===== src/rtl/spgd_pkg.sv =====
// Shared definitions for the SPGD actuator-update controller:
// state encoding, default parameter values and width helpers.
package spgd_pkg;

    localparam int DEF_RAND_WIDTH     = 14;
    localparam int DEF_CTRL_WIDTH     = 14;
    localparam int DEF_METRIC_WIDTH   = 14;
    localparam int DEF_PERT_SHIFT     = 2;
    localparam int DEF_GAIN_SHIFT     = 10;
    localparam int DEF_SETTLE_CYCLES  = 16;
    localparam int DEF_TIMEOUT_CYCLES = 1024;

    typedef enum logic [2:0] {
        IDLE       = 3'd0,
        POS_SETTLE = 3'd1,
        POS_MEAS   = 3'd2,
        NEG_SETTLE = 3'd3,
        NEG_MEAS   = 3'd4,
        UPDATE     = 3'd5
    } spgd_state_e;

    function automatic int max_int(input int a, input int b);
        return (a > b) ? a : b;
    endfunction

endpackage


===== src/rtl/sat_adder.sv =====
// Signed adder with one guard bit, clamped to the signed OUT_W range.
// IN_W must be at least OUT_W.
module sat_adder #(
    parameter int IN_W  = 32,
    parameter int OUT_W = 14
) (
    input  logic signed [IN_W-1:0]  a_i,
    input  logic signed [IN_W-1:0]  b_i,
    output logic signed [OUT_W-1:0] sum_o
);

    localparam int SW = IN_W + 1;
    localparam logic signed [SW-1:0] MAX_V = {{(SW-OUT_W+1){1'b0}}, {(OUT_W-1){1'b1}}};
    localparam logic signed [SW-1:0] MIN_V = {{(SW-OUT_W+1){1'b1}}, {(OUT_W-1){1'b0}}};

    logic signed [SW-1:0] sum_full;

    always_comb begin
        sum_full = {a_i[IN_W-1], a_i} + {b_i[IN_W-1], b_i};
        if (sum_full > MAX_V) begin
            sum_o = MAX_V[OUT_W-1:0];
        end else if (sum_full < MIN_V) begin
            sum_o = MIN_V[OUT_W-1:0];
        end else begin
            sum_o = sum_full[OUT_W-1:0];
        end
    end

endmodule


===== src/rtl/spgd_update.sv =====
// Two-sided SPGD iteration: perturb the actuator by +/-delta, measure the
// metric on each side, then step u along the measured gradient.
//   state      | meaning
//   IDLE       | ctrl_out = u, waiting for start
//   POS_SETTLE | ctrl_out = sat(u+delta), settle timer running
//   POS_MEAS   | waiting for J+ (timeout guarded)
//   NEG_SETTLE | ctrl_out = sat(u-delta), settle timer running
//   NEG_MEAS   | waiting for J- (timeout guarded)
//   UPDATE     | u <= sat(u + ((J+ - J-)*delta >>> GAIN_SHIFT))
module spgd_update
    import spgd_pkg::*;
#(
    parameter int RAND_WIDTH     = DEF_RAND_WIDTH,
    parameter int CTRL_WIDTH     = DEF_CTRL_WIDTH,
    parameter int METRIC_WIDTH   = DEF_METRIC_WIDTH,
    parameter int PERT_SHIFT     = DEF_PERT_SHIFT,
    parameter int GAIN_SHIFT     = DEF_GAIN_SHIFT,
    parameter int SETTLE_CYCLES  = DEF_SETTLE_CYCLES,
    parameter int TIMEOUT_CYCLES = DEF_TIMEOUT_CYCLES
) (
    input  logic                           clk,
    input  logic                           rst,
    input  logic                           start,
    input  logic signed [RAND_WIDTH-1:0]   rand_in,
    input  logic                           metric_valid,
    input  logic        [METRIC_WIDTH-1:0] metric,
    output logic signed [CTRL_WIDTH-1:0]   ctrl_out,
    output logic                           meas_req,
    output logic                           busy,
    output logic                           done,
    output logic                           timeout_err
);

    localparam int DJ_W   = METRIC_WIDTH + 1;
    localparam int PROD_W = DJ_W + RAND_WIDTH;
    localparam int ADD_W  = max_int(PROD_W, CTRL_WIDTH) + 1;
    localparam int TMR_W  = $clog2(max_int(SETTLE_CYCLES, TIMEOUT_CYCLES) + 1);
    localparam logic [TMR_W-1:0] SETTLE_LOAD  = TMR_W'(SETTLE_CYCLES - 1);
    localparam logic [TMR_W-1:0] TIMEOUT_LOAD = TMR_W'(TIMEOUT_CYCLES - 1);

    spgd_state_e                    state_q, state_d;
    logic signed [CTRL_WIDTH-1:0]   u_q, u_d;
    logic signed [RAND_WIDTH-1:0]   delta_q, delta_d;
    logic        [METRIC_WIDTH-1:0] jp_q, jp_d, jm_q, jm_d;
    logic        [TMR_W-1:0]        tmr_q, tmr_d;
    logic                           meas_req_q, meas_req_d;
    logic                           done_q, done_d;
    logic                           tmo_q, tmo_d;

    logic signed [DJ_W-1:0]         dj;
    logic signed [PROD_W-1:0]       prod, step;
    logic signed [ADD_W-1:0]        u_ext, delta_ext, delta_neg, step_ext;
    logic signed [CTRL_WIDTH-1:0]   ctrl_pos, ctrl_neg, u_upd;

    // All operands are widened before the saturating add so nothing wraps.
    assign dj        = $signed({1'b0, jp_q}) - $signed({1'b0, jm_q});
    assign prod      = PROD_W'(dj) * PROD_W'(delta_q);
    assign step      = prod >>> GAIN_SHIFT;
    assign u_ext     = ADD_W'(u_q);
    assign delta_ext = ADD_W'(delta_q);
    assign delta_neg = -delta_ext;
    assign step_ext  = ADD_W'(step);

    sat_adder #(.IN_W(ADD_W), .OUT_W(CTRL_WIDTH)) u_add_pos (
        .a_i(u_ext), .b_i(delta_ext), .sum_o(ctrl_pos)
    );

    sat_adder #(.IN_W(ADD_W), .OUT_W(CTRL_WIDTH)) u_add_neg (
        .a_i(u_ext), .b_i(delta_neg), .sum_o(ctrl_neg)
    );

    sat_adder #(.IN_W(ADD_W), .OUT_W(CTRL_WIDTH)) u_add_upd (
        .a_i(u_ext), .b_i(step_ext), .sum_o(u_upd)
    );

    always_ff @(posedge clk or negedge rst) begin
        if (!rst) begin
            state_q    <= IDLE;
            u_q        <= '0;
            delta_q    <= '0;
            jp_q       <= '0;
            jm_q       <= '0;
            tmr_q      <= '0;
            meas_req_q <= 1'b0;
            done_q     <= 1'b0;
            tmo_q      <= 1'b0;
        end else begin
            state_q    <= state_d;
            u_q        <= u_d;
            delta_q    <= delta_d;
            jp_q       <= jp_d;
            jm_q       <= jm_d;
            tmr_q      <= tmr_d;
            meas_req_q <= meas_req_d;
            done_q     <= done_d;
            tmo_q      <= tmo_d;
        end
    end

    always_comb begin
        state_d    = state_q;
        u_d        = u_q;
        delta_d    = delta_q;
        jp_d       = jp_q;
        jm_d       = jm_q;
        tmr_d      = tmr_q;
        meas_req_d = 1'b0;
        done_d     = 1'b0;
        tmo_d      = tmo_q;
        case (state_q)
            IDLE: begin
                if (start) begin
                    delta_d = rand_in >>> PERT_SHIFT;
                    tmo_d   = 1'b0;
                    tmr_d   = SETTLE_LOAD;
                    state_d = POS_SETTLE;
                end
            end
            POS_SETTLE: begin
                if (tmr_q == '0) begin
                    meas_req_d = 1'b1;
                    tmr_d      = TIMEOUT_LOAD;
                    state_d    = POS_MEAS;
                end else begin
                    tmr_d = tmr_q - TMR_W'(1);
                end
            end
            POS_MEAS: begin
                if (metric_valid) begin
                    jp_d    = metric;
                    tmr_d   = SETTLE_LOAD;
                    state_d = NEG_SETTLE;
                end else if (tmr_q == '0) begin
                    tmo_d   = 1'b1;
                    state_d = IDLE;
                end else begin
                    tmr_d = tmr_q - TMR_W'(1);
                end
            end
            NEG_SETTLE: begin
                if (tmr_q == '0) begin
                    meas_req_d = 1'b1;
                    tmr_d      = TIMEOUT_LOAD;
                    state_d    = NEG_MEAS;
                end else begin
                    tmr_d = tmr_q - TMR_W'(1);
                end
            end
            NEG_MEAS: begin
                if (metric_valid) begin
                    jm_d    = metric;
                    state_d = UPDATE;
                end else if (tmr_q == '0) begin
                    tmo_d   = 1'b1;
                    state_d = IDLE;
                end else begin
                    tmr_d = tmr_q - TMR_W'(1);
                end
            end
            UPDATE: begin
                u_d     = u_upd;
                done_d  = 1'b1;
                state_d = IDLE;
            end
            default: state_d = IDLE;
        endcase
    end

    always_comb begin
        case (state_q)
            POS_SETTLE, POS_MEAS: ctrl_out = ctrl_pos;
            NEG_SETTLE, NEG_MEAS: ctrl_out = ctrl_neg;
            default:              ctrl_out = u_q;
        endcase
    end

    assign busy        = (state_q != IDLE);
    assign meas_req    = meas_req_q;
    assign done        = done_q;
    assign timeout_err = tmo_q;

endmodule


===== config.mk =====
export PLATFORM = sky130hd
export DESIGN_NAME = spgd_update
export DESIGN_NICKNAME = d
export VERILOG_FILES = /design/src/rtl/spgd_pkg.sv /design/src/rtl/sat_adder.sv /design/src/rtl/spgd_update.sv
export SDC_FILE = /design/constraint.sdc
export NUM_CORES = 1
export LEC_CHECK = 0
export CAP_MARGIN = 20
export CORE_ASPECT_RATIO = 1.75
export CORE_MARGIN = 2
export CORE_UTILIZATION = 50
export CTS_CLUSTER_DIAMETER = 150
export DETAILED_ROUTE_END_ITERATION = 8
export HOLD_SLACK_MARGIN = 0.12
export PLACE_DENSITY = 0.72
export SKIP_LAST_GASP = 1
export SYNTH_ARGS = -nofsm -noshare
export SYNTH_HDL_FRONTEND = slang
export SYNTH_SLANG_ARGS = --single-unit

===== constraint.sdc =====
create_clock -name clk -period 9.2 [get_ports clk]
set_input_delay 1.38 -clock clk [delete_from_list [all_inputs] [get_ports clk]]
set_output_delay 1.38 -clock clk [all_outputs]
set_load 0.005 [all_outputs]

==> flow_summary.toml, run 1 <==
[placement]
gp_congestion = 0.893
numPortBuffers = 47
hpwlAfterDp_mm = 25.0
dp_cells = 1799

[setup_path]
setup.worst_path.end_class = "flop"
r2r_slack_ns = 0.33
cp.required_ns = 9.42
cp_top_family = "adder cells"
crit_slowest_cell = "fa_1"
worstPathBufferInverterCount = 8
critPathMaxStageDelay_ns = 0.57
arrival_ns = 9.09
crit_type = "reg2reg"
r2r_start = "jp_q[0]$_DFFE_PN0P_"
cp_max_fo = 10
start_kind = "flop"
worstSetupStartpoint = "jp_q[0]$_DFFE_PN0P_"

[layout]
layout.cells.non_filler = 1825
drive_gt1_share_pct = 11.7
n_fill_cell = 2199
fin_nets = 1833
diodes = 0
area_growth_pct = 15.4

[synthesis]
seq_area_frac_synth_pct = 14.5
synth_xor_area_share_pct = 4.58
ys.warnings.count = 0
synth_top_family_by_area = "adder cells"
synth_ff_type = "dfrtp_1"
synthAdderAreaFrac_pct = 40.1
synth_edf_count = 0
post_synth_main_area_contributors = "fa_1 28%, dfrtp_1 15%, ha_1 12%"
synth.distinct_cells = 65
synth_top_area_cell = "fa_1"
syn_nets = 1742
synth_compound_area_share_pct = 13.5
synth_area_per_cell_sq_um = 8.62
ys_ff_latch = 71
yosys.area_share.simple_pct = 16.7
netlist_instances = 1421
synth_top_area_share_pct = 28.1
synthesis.area_sq_um = 12200
muxShareOfSynthArea_pct = 1.61
ys_async_sr_fraction_pct = 100

[route]
firstDrtPassIters = 5
vias_per_cell = 5.53
wl_per_cell_um = 17.1
vias = 10100
first_iter_violations = 450
drt.antenna.violating_nets = 0
drt-total-wl_mm = 31.2
drc = 0

[global_routing]
grt_pass1_vias = 10900
grt_pass1_wl_mm = 52.0
overflow = 0
gr-usage-all-layers_pct = 25.7
antenna_found_initial = 0
grt_start_max_net_pins = 72

[clock_tree]
insertion_delay_ns = 0.34
root_buffer = "clkbuf_16"
clockBufferDepth = 2
clkSinkCount = 71
tritoncts = "done"
cts.htree.levels = 3
cts_hold_repair.buffers = 0
clk_pin_slew_ns = 0.07
cts_buffers = 9

[timing]
period_needed_ns = 8.87
skew_ns = 0.0134
min_period_over_period_pct = 96.4
drv_slew = 0
slew_headroom_pct = 39.8
setup_viol = 0
hold_viol_final = 0
max_slew.worst_pin.slew_ns = 0.903
fmax_mhz = 113

[floorplanning]
die_y_um = 211
rows = 75
ios = 50
start_util_pct = 51.0
dieArea_sq_um = 25800
die_x_um = 122
core_area_sq_um = 24000

[hold_path]
hp-class = "reg2reg"
min_from = "tmr_q[9]$_DFFE_PN0P_"

[outcome]
status = "complete, no violations"

[run]
max-cap-violations = 0
[final timing paths]
path / to / depth (start not counted)
hold / removal: tmr_q[9]$_DFFE_PN0P_ / 1
min in group asynchronous: tmr_q[1]$_DFFE_PN0P_ / 2
max in group asynchronous: u_q[6]$_DFFE_PN0P_ / 2
hold reg to reg: tmr_q[9]$_DFFE_PN0P_ / 1
setup reg to reg: u_q[6]$_DFFE_PN0P_ / 42
setup / recovery: u_q[6]$_DFFE_PN0P_ / 42
[logic make-up after synthesis]
logic type	Yosys count
AO/OA/AOI/OAI	252
AND/OR/NAND/NOR	437
buffers and inverters	290
adder cells (fa/ha/maj)	289
flip-flops	71
XOR/XNOR	64
multiplexers	18
[stage by stage]
stage                     TNS (ns)  area, sq um  hold WS, ns  setup WS (ns)  util [%]
after global routing        -0.576        14100        0.523        -0.0663      58.8
after CTS                        0        13800        0.497        0.00351      57.4
final                            0        14100        0.509          0.331      58.8
after floorplan                  0        12200        0.450          0.329         -
after global placement           0        13500        0.468         0.0588      56.1
after detailed placement   -0.0537        13500        0.482        -0.0230      56.1
[layout by cell type, fill, tap and decap left out, types with 9 or more instances in the layout]
cell             count
or2_2                9
nand2_1            159
ha_1               108
inv_1              239
nor2b_1             12
a31oi_1              9
xnor2_1             47
clkdlybuf4s50_1     46
o21ai_1             11
nor3_1              14
a21oi_2             12
nor2_1             107
a21o_1              17
clkbuf_16           10
nand2b_1            32
buf_4               72
o21ai_0             57
xor2_1              15
a21oi_1             68
mux2_2              14
and2_1              66
o21a_1              11
dfrtp_1             71
fa_1               169
[worst reg2reg max path, delay by kind of cell (launching register included)]
kind            cells  cell delay [ns]
compound gates     14             2.32
xor+xnor            3             0.50
fa+ha+maj           9             3.25
buf+inv             8             0.99
flops               1             0.36
simple gates        8             1.31
[Yosys cell counts, types with 4 or more instances]
cell / n
o31ai_4: 4
o21a_1: 11
nand2_1: 160
nand3_1: 7
clkbuf_1: 40
o211ai_1: 6
fa_1: 172
nor2b_1: 13
mux2i_1: 4
a21oi_1: 78
nand4_1: 4
nor2_1: 109
xnor2_1: 49
nand2b_1: 32
ha_1: 117
o32ai_1: 6
nor3_1: 18
and2_1: 67
mux2_2: 14
o21ai_1: 4
a211oi_1: 8
or3_1: 6
o21bai_1: 5
a21boi_0: 4
a31oi_1: 10
a21o_1: 17
or2_2: 9
o21ai_0: 64
inv_1: 240
dfrtp_1: 71
xor2_1: 15
buf_2: 6
[state kept, by name, summed over array words and instances (netlist names)]
signal,count
meas_req,1
jp_q,14
u_q,14
delta_q,12
state_q,3
done,1
timeout_err,1
jm_q,14
tmr_q,11
[timing repair]
action                                  CTS  global route
endpoints found under the setup margin   13            14
pin swaps                                 1            50
gates cloned                              0             2
buffers inserted                          1             7
resized for setup                         2            59
[layer usage]
metal  vias to the layer above  GRT usage (%)  wire, um
li1                       4712              -         -
met1                      5051           28.1     11100
met2                       239           48.7     17500
met3                        95           2.02       991
met4                         0           12.3      1600
met5                         -              0         0
[area by class of cell]
| cell class | count | area, sq um | area share [%] |
|---|---|---|---|
| inverters | 241 | 905 | 6.40 |
| clock buffers | 9 | 225 | 1.59 |
| well taps | 308 | 385 | 2.73 |
| multi-input cells | 1060 | 9610 | 68.0 |
| clock inverters | 7 | 71.3 | 0.505 |
| flip-flops and latches | 71 | 1780 | 12.6 |
| repair buffers | 129 | 1150 | 8.16 |
Power of run 1 is left out: the tool's default activity adds up to more than one toggle a clock period on the data nets, which glitch-free logic cannot reach.
==> run 2, diff against run 1 <==
--- a/config.mk
+++ b/config.mk
@@ -12,8 +12,9 @@
 export CTS_CLUSTER_DIAMETER = 150
 export DETAILED_ROUTE_END_ITERATION = 8
 export HOLD_SLACK_MARGIN = 0.12
-export PLACE_DENSITY = 0.72
+export PLACE_DENSITY = 0.71
 export SKIP_LAST_GASP = 1
 export SYNTH_ARGS = -nofsm -noshare
 export SYNTH_HDL_FRONTEND = slang
+export SYNTH_HIERARCHICAL = 1
 export SYNTH_SLANG_ARGS = --single-unit
==> run 2 against run 1 <==
The run now ends with setup timing left. Sequential share of layout area fell by 4.3 points. Hold slack improved by 0.010 ns. Clock-buffer cell count is the same. Global-route usage is 2.4 points higher. Area after synthesis up 44%. Non-clock buffer count is 179 higher. Largest cell class unchanged.
==> flow_summary.toml, run 2 <==
[run]
max-cap-violations = 0

[hold_path]
holdPathEnd = "jp_q[8]$_DFFE_PN0P_"
hp-class = "reg2reg"
hold_depth = 1
min_from = "jp_q[8]$_DFFE_PN0P_"

[timing]
drv_slew = 0
period_needed_ns = 9.75
worst_slack_ns = -0.549
max_slew.worst_pin.slew_ns = 0.994
rsz0062_at_grt = "true"
hold_viol_final = 0
min_period_over_period_pct = 106
slew_headroom_pct = 33.7
fin_hold_ws_ns = 0.519
skew_ns = 0.00727
fmax_mhz = 103
setup_viol = 14

[layout]
multi_input_area_sq_um = 15300
fin_nets = 2745
top_regs = "jm_q (14), jp_q (14), u_q (14)"
diodes = 0
area_growth_pct = 21.5
drive_gt1_share_pct = 23.7
n_fill_cell = 3054
ff_latch_area_sq_um = 1780
final_cell_mix = "246 x inv_1, 240 x buf_4, 214 x nand2_1"
final_common_cell = "inv_1"

[synthesis]
netlist_instances = 2163
ys.warnings.count = 6
synth.distinct_cells = 94
synth_area_per_cell_sq_um = 8.18
ys_ff_latch = 71
yosysMostFrequentCell = "inv_1"
synth_top_area_cell = "fa_1"
syn_nets = 2529
synth_ff_type = "dfrtp_1"
post_synth_main_area_contributors = "fa_1 19%, ha_1 12%, dfrtp_1 10%"
ys_async_sr_fraction_pct = 100
synth_edf_count = 0
synth_top_area_share_pct = 19.2
seq_area_frac_synth_pct = 10.0
synthesis.area_sq_um = 17700
synthTopCellsByCount = "264 x inv_1, 220 x nand2_1, 170 x fa_1"

[setup_path]
crit_slowest_cell = "fa_1"
setup.worst_path.end_class = "flop"
cp_max_fo = 8
start_kind = "flop"
r2r_start = "jp_q[0]$_DFFE_PN0P_"
arrival_ns = 9.99
r2r_end = "u_q[11]$_DFFE_PN0P_"
crit_type = "reg2reg"
reg2reg_depth = 43
cp.required_ns = 9.44
r2r_slack_ns = -0.55
critPathMaxStageDelay_ns = 0.56

[floorplanning]
ios = 50
die_x_um = 146
rows = 91
dieArea_sq_um = 37000
start_util_pct = 50.4
core_area_sq_um = 35100
die_y_um = 253

[clock_tree]
cts_buffers = 9
clkSinkCount = 71
tritoncts = "done"
insertion_delay_ns = 0.36
clk_pin_slew_ns = 0.06
cts.htree.levels = 3
clockBufferDepth = 2
cts_hold_repair.buffers = 0
root_buffer = "clkbuf_16"

[global_routing]
overflow = 0
grt_pass1_vias = 18000
grt_pass1_wl_mm = 84.5
antenna_found_initial = 0
gr-usage-all-layers_pct = 28.1
grt_start_max_net_pins = 72

[route]
wl_per_cell_um = 18.2
topRoutingLayerUsed = "met4"
vias_per_cell = 5.86
drc = 0
wl_met1_mm = 17.9
route.met3.wl_mm = 1.57
firstDrtPassIters = 5
drt-total-wl_mm = 51.8
wl_met2_mm = 28.4
drt.antenna.violating_nets = 0
vias = 16700
first_iter_violations = 652

[placement]
place_ws_ns = -0.951
hpwlAfterDp_mm = 41.9
gp_congestion = 0.908
numPortBuffers = 47

[outcome]
status = "complete, but fails checks"
violations = "setup timing"
-- run 2: cell count changes after synthesis, moves of 30 or more --
cell / previous run / this run
nand2_1: 160 / 220
o21ai_0: 64 / 94
mux2_2: 14 / 74
o22ai_1: 3 / 36
nand2b_1: 32 / 63
nand3_1: 7 / 40
ha_1: 117 / 164
a21oi_1: 78 / 115
o21ai_2: 0 / 30
-- run 2: cell type report --
class | instances | share of cell area, %
Multi-Input combinational cell | 1724 | 71.0
Inverter | 265 | 4.65
Timing Repair Buffer | 308 | 12.0
Clock inverter | 7 | 0.373
Tap cell | 465 | 2.71
Clock buffer | 9 | 1.05
Sequential cell | 71 | 8.27
-- run 2: cell families (layout without fill, tap and decap cells) --
| kind of cell | count (synthesis) | after routing | synth area share [%] |
|---|---|---|---|
| simple gates | 668 | 668 | 18.8 |
| buf+inv | 368 | 589 | 8.65 |
| flops | 71 | 71 | 10.0 |
| mux | 103 | 103 | 6.35 |
| compound gates | 518 | 518 | 20.3 |
| xor+xnor | 101 | 101 | 5.00 |
| fa+ha+maj | 334 | 334 | 30.8 |
-- run 2: how the worst max path moves through the flow --
stage,startpoint,to,depth (start not counted)
finish,jp_q[0]$_DFFE_PN0P_,u_q[11]$_DFFE_PN0P_,43
global placement,jp_q[0]$_DFFE_PN0P_,u_q[3]$_DFFE_PN0P_,40
global route,jp_q[0]$_DFFE_PN0P_,u_q[12]$_DFFE_PN0P_,46
floorplan,jp_q[0]$_DFFE_PN0P_,u_q[3]$_DFFE_PN0P_,40
detailed placement,jp_q[0]$_DFFE_PN0P_,u_q[3]$_DFFE_PN0P_,40
CTS,jp_q[0]$_DFFE_PN0P_,u_q[2]$_DFFE_PN0P_,44
-- run 2: metrics by stage --
| stage | setup TNS (ns) | instance area, sq um | std cells | utilization, % |
|---|---|---|---|---|
| 4_1_cts | -8.32 | 21000 | 2836 | 59.9 |
| 2_1_floorplan | -1.42 | 17900 | 2163 | - |
| 3_3_place_gp | -8.82 | 20200 | 2809 | 57.7 |
| 6_report | -6.71 | 21500 | 2849 | 61.3 |
| 3_5_place_dp | -11.09 | 20200 | 2809 | 57.7 |
| 5_1_grt | -12.06 | 21500 | 2849 | 61.3 |
-- run 2: worst max-delay path, delay by kind of cell, from the launching register on --
| kind | cells | cell delay [ns] |
|---|---|---|
| adders and majority gates | 9 | 3.50 |
| AOI/OAI and AO/OA | 14 | 2.55 |
| and+or+nand+nor | 7 | 1.40 |
| buffers and inverters | 10 | 1.01 |
| muxes | 2 | 0.59 |
| DFF | 1 | 0.37 |
| xor gates and xnor gates | 1 | 0.19 |
-- run 2: metal layers --
layer  vias to the layer above  GRT usage (%)
met2                       498           56.2
li1                       7883              -
met1                      8086           27.0
met4                         0           18.3
met3                       233           2.23
met5                         -              0
-- run 2: what timing repair did --
action                                  CTS  global route
setup buffers                             9            15
gates resized for setup                  59           104
pin swaps                                32            78
gates cloned                              2             0
endpoints found under the setup margin   14            14
Power of run 2 is left out for the same reason.
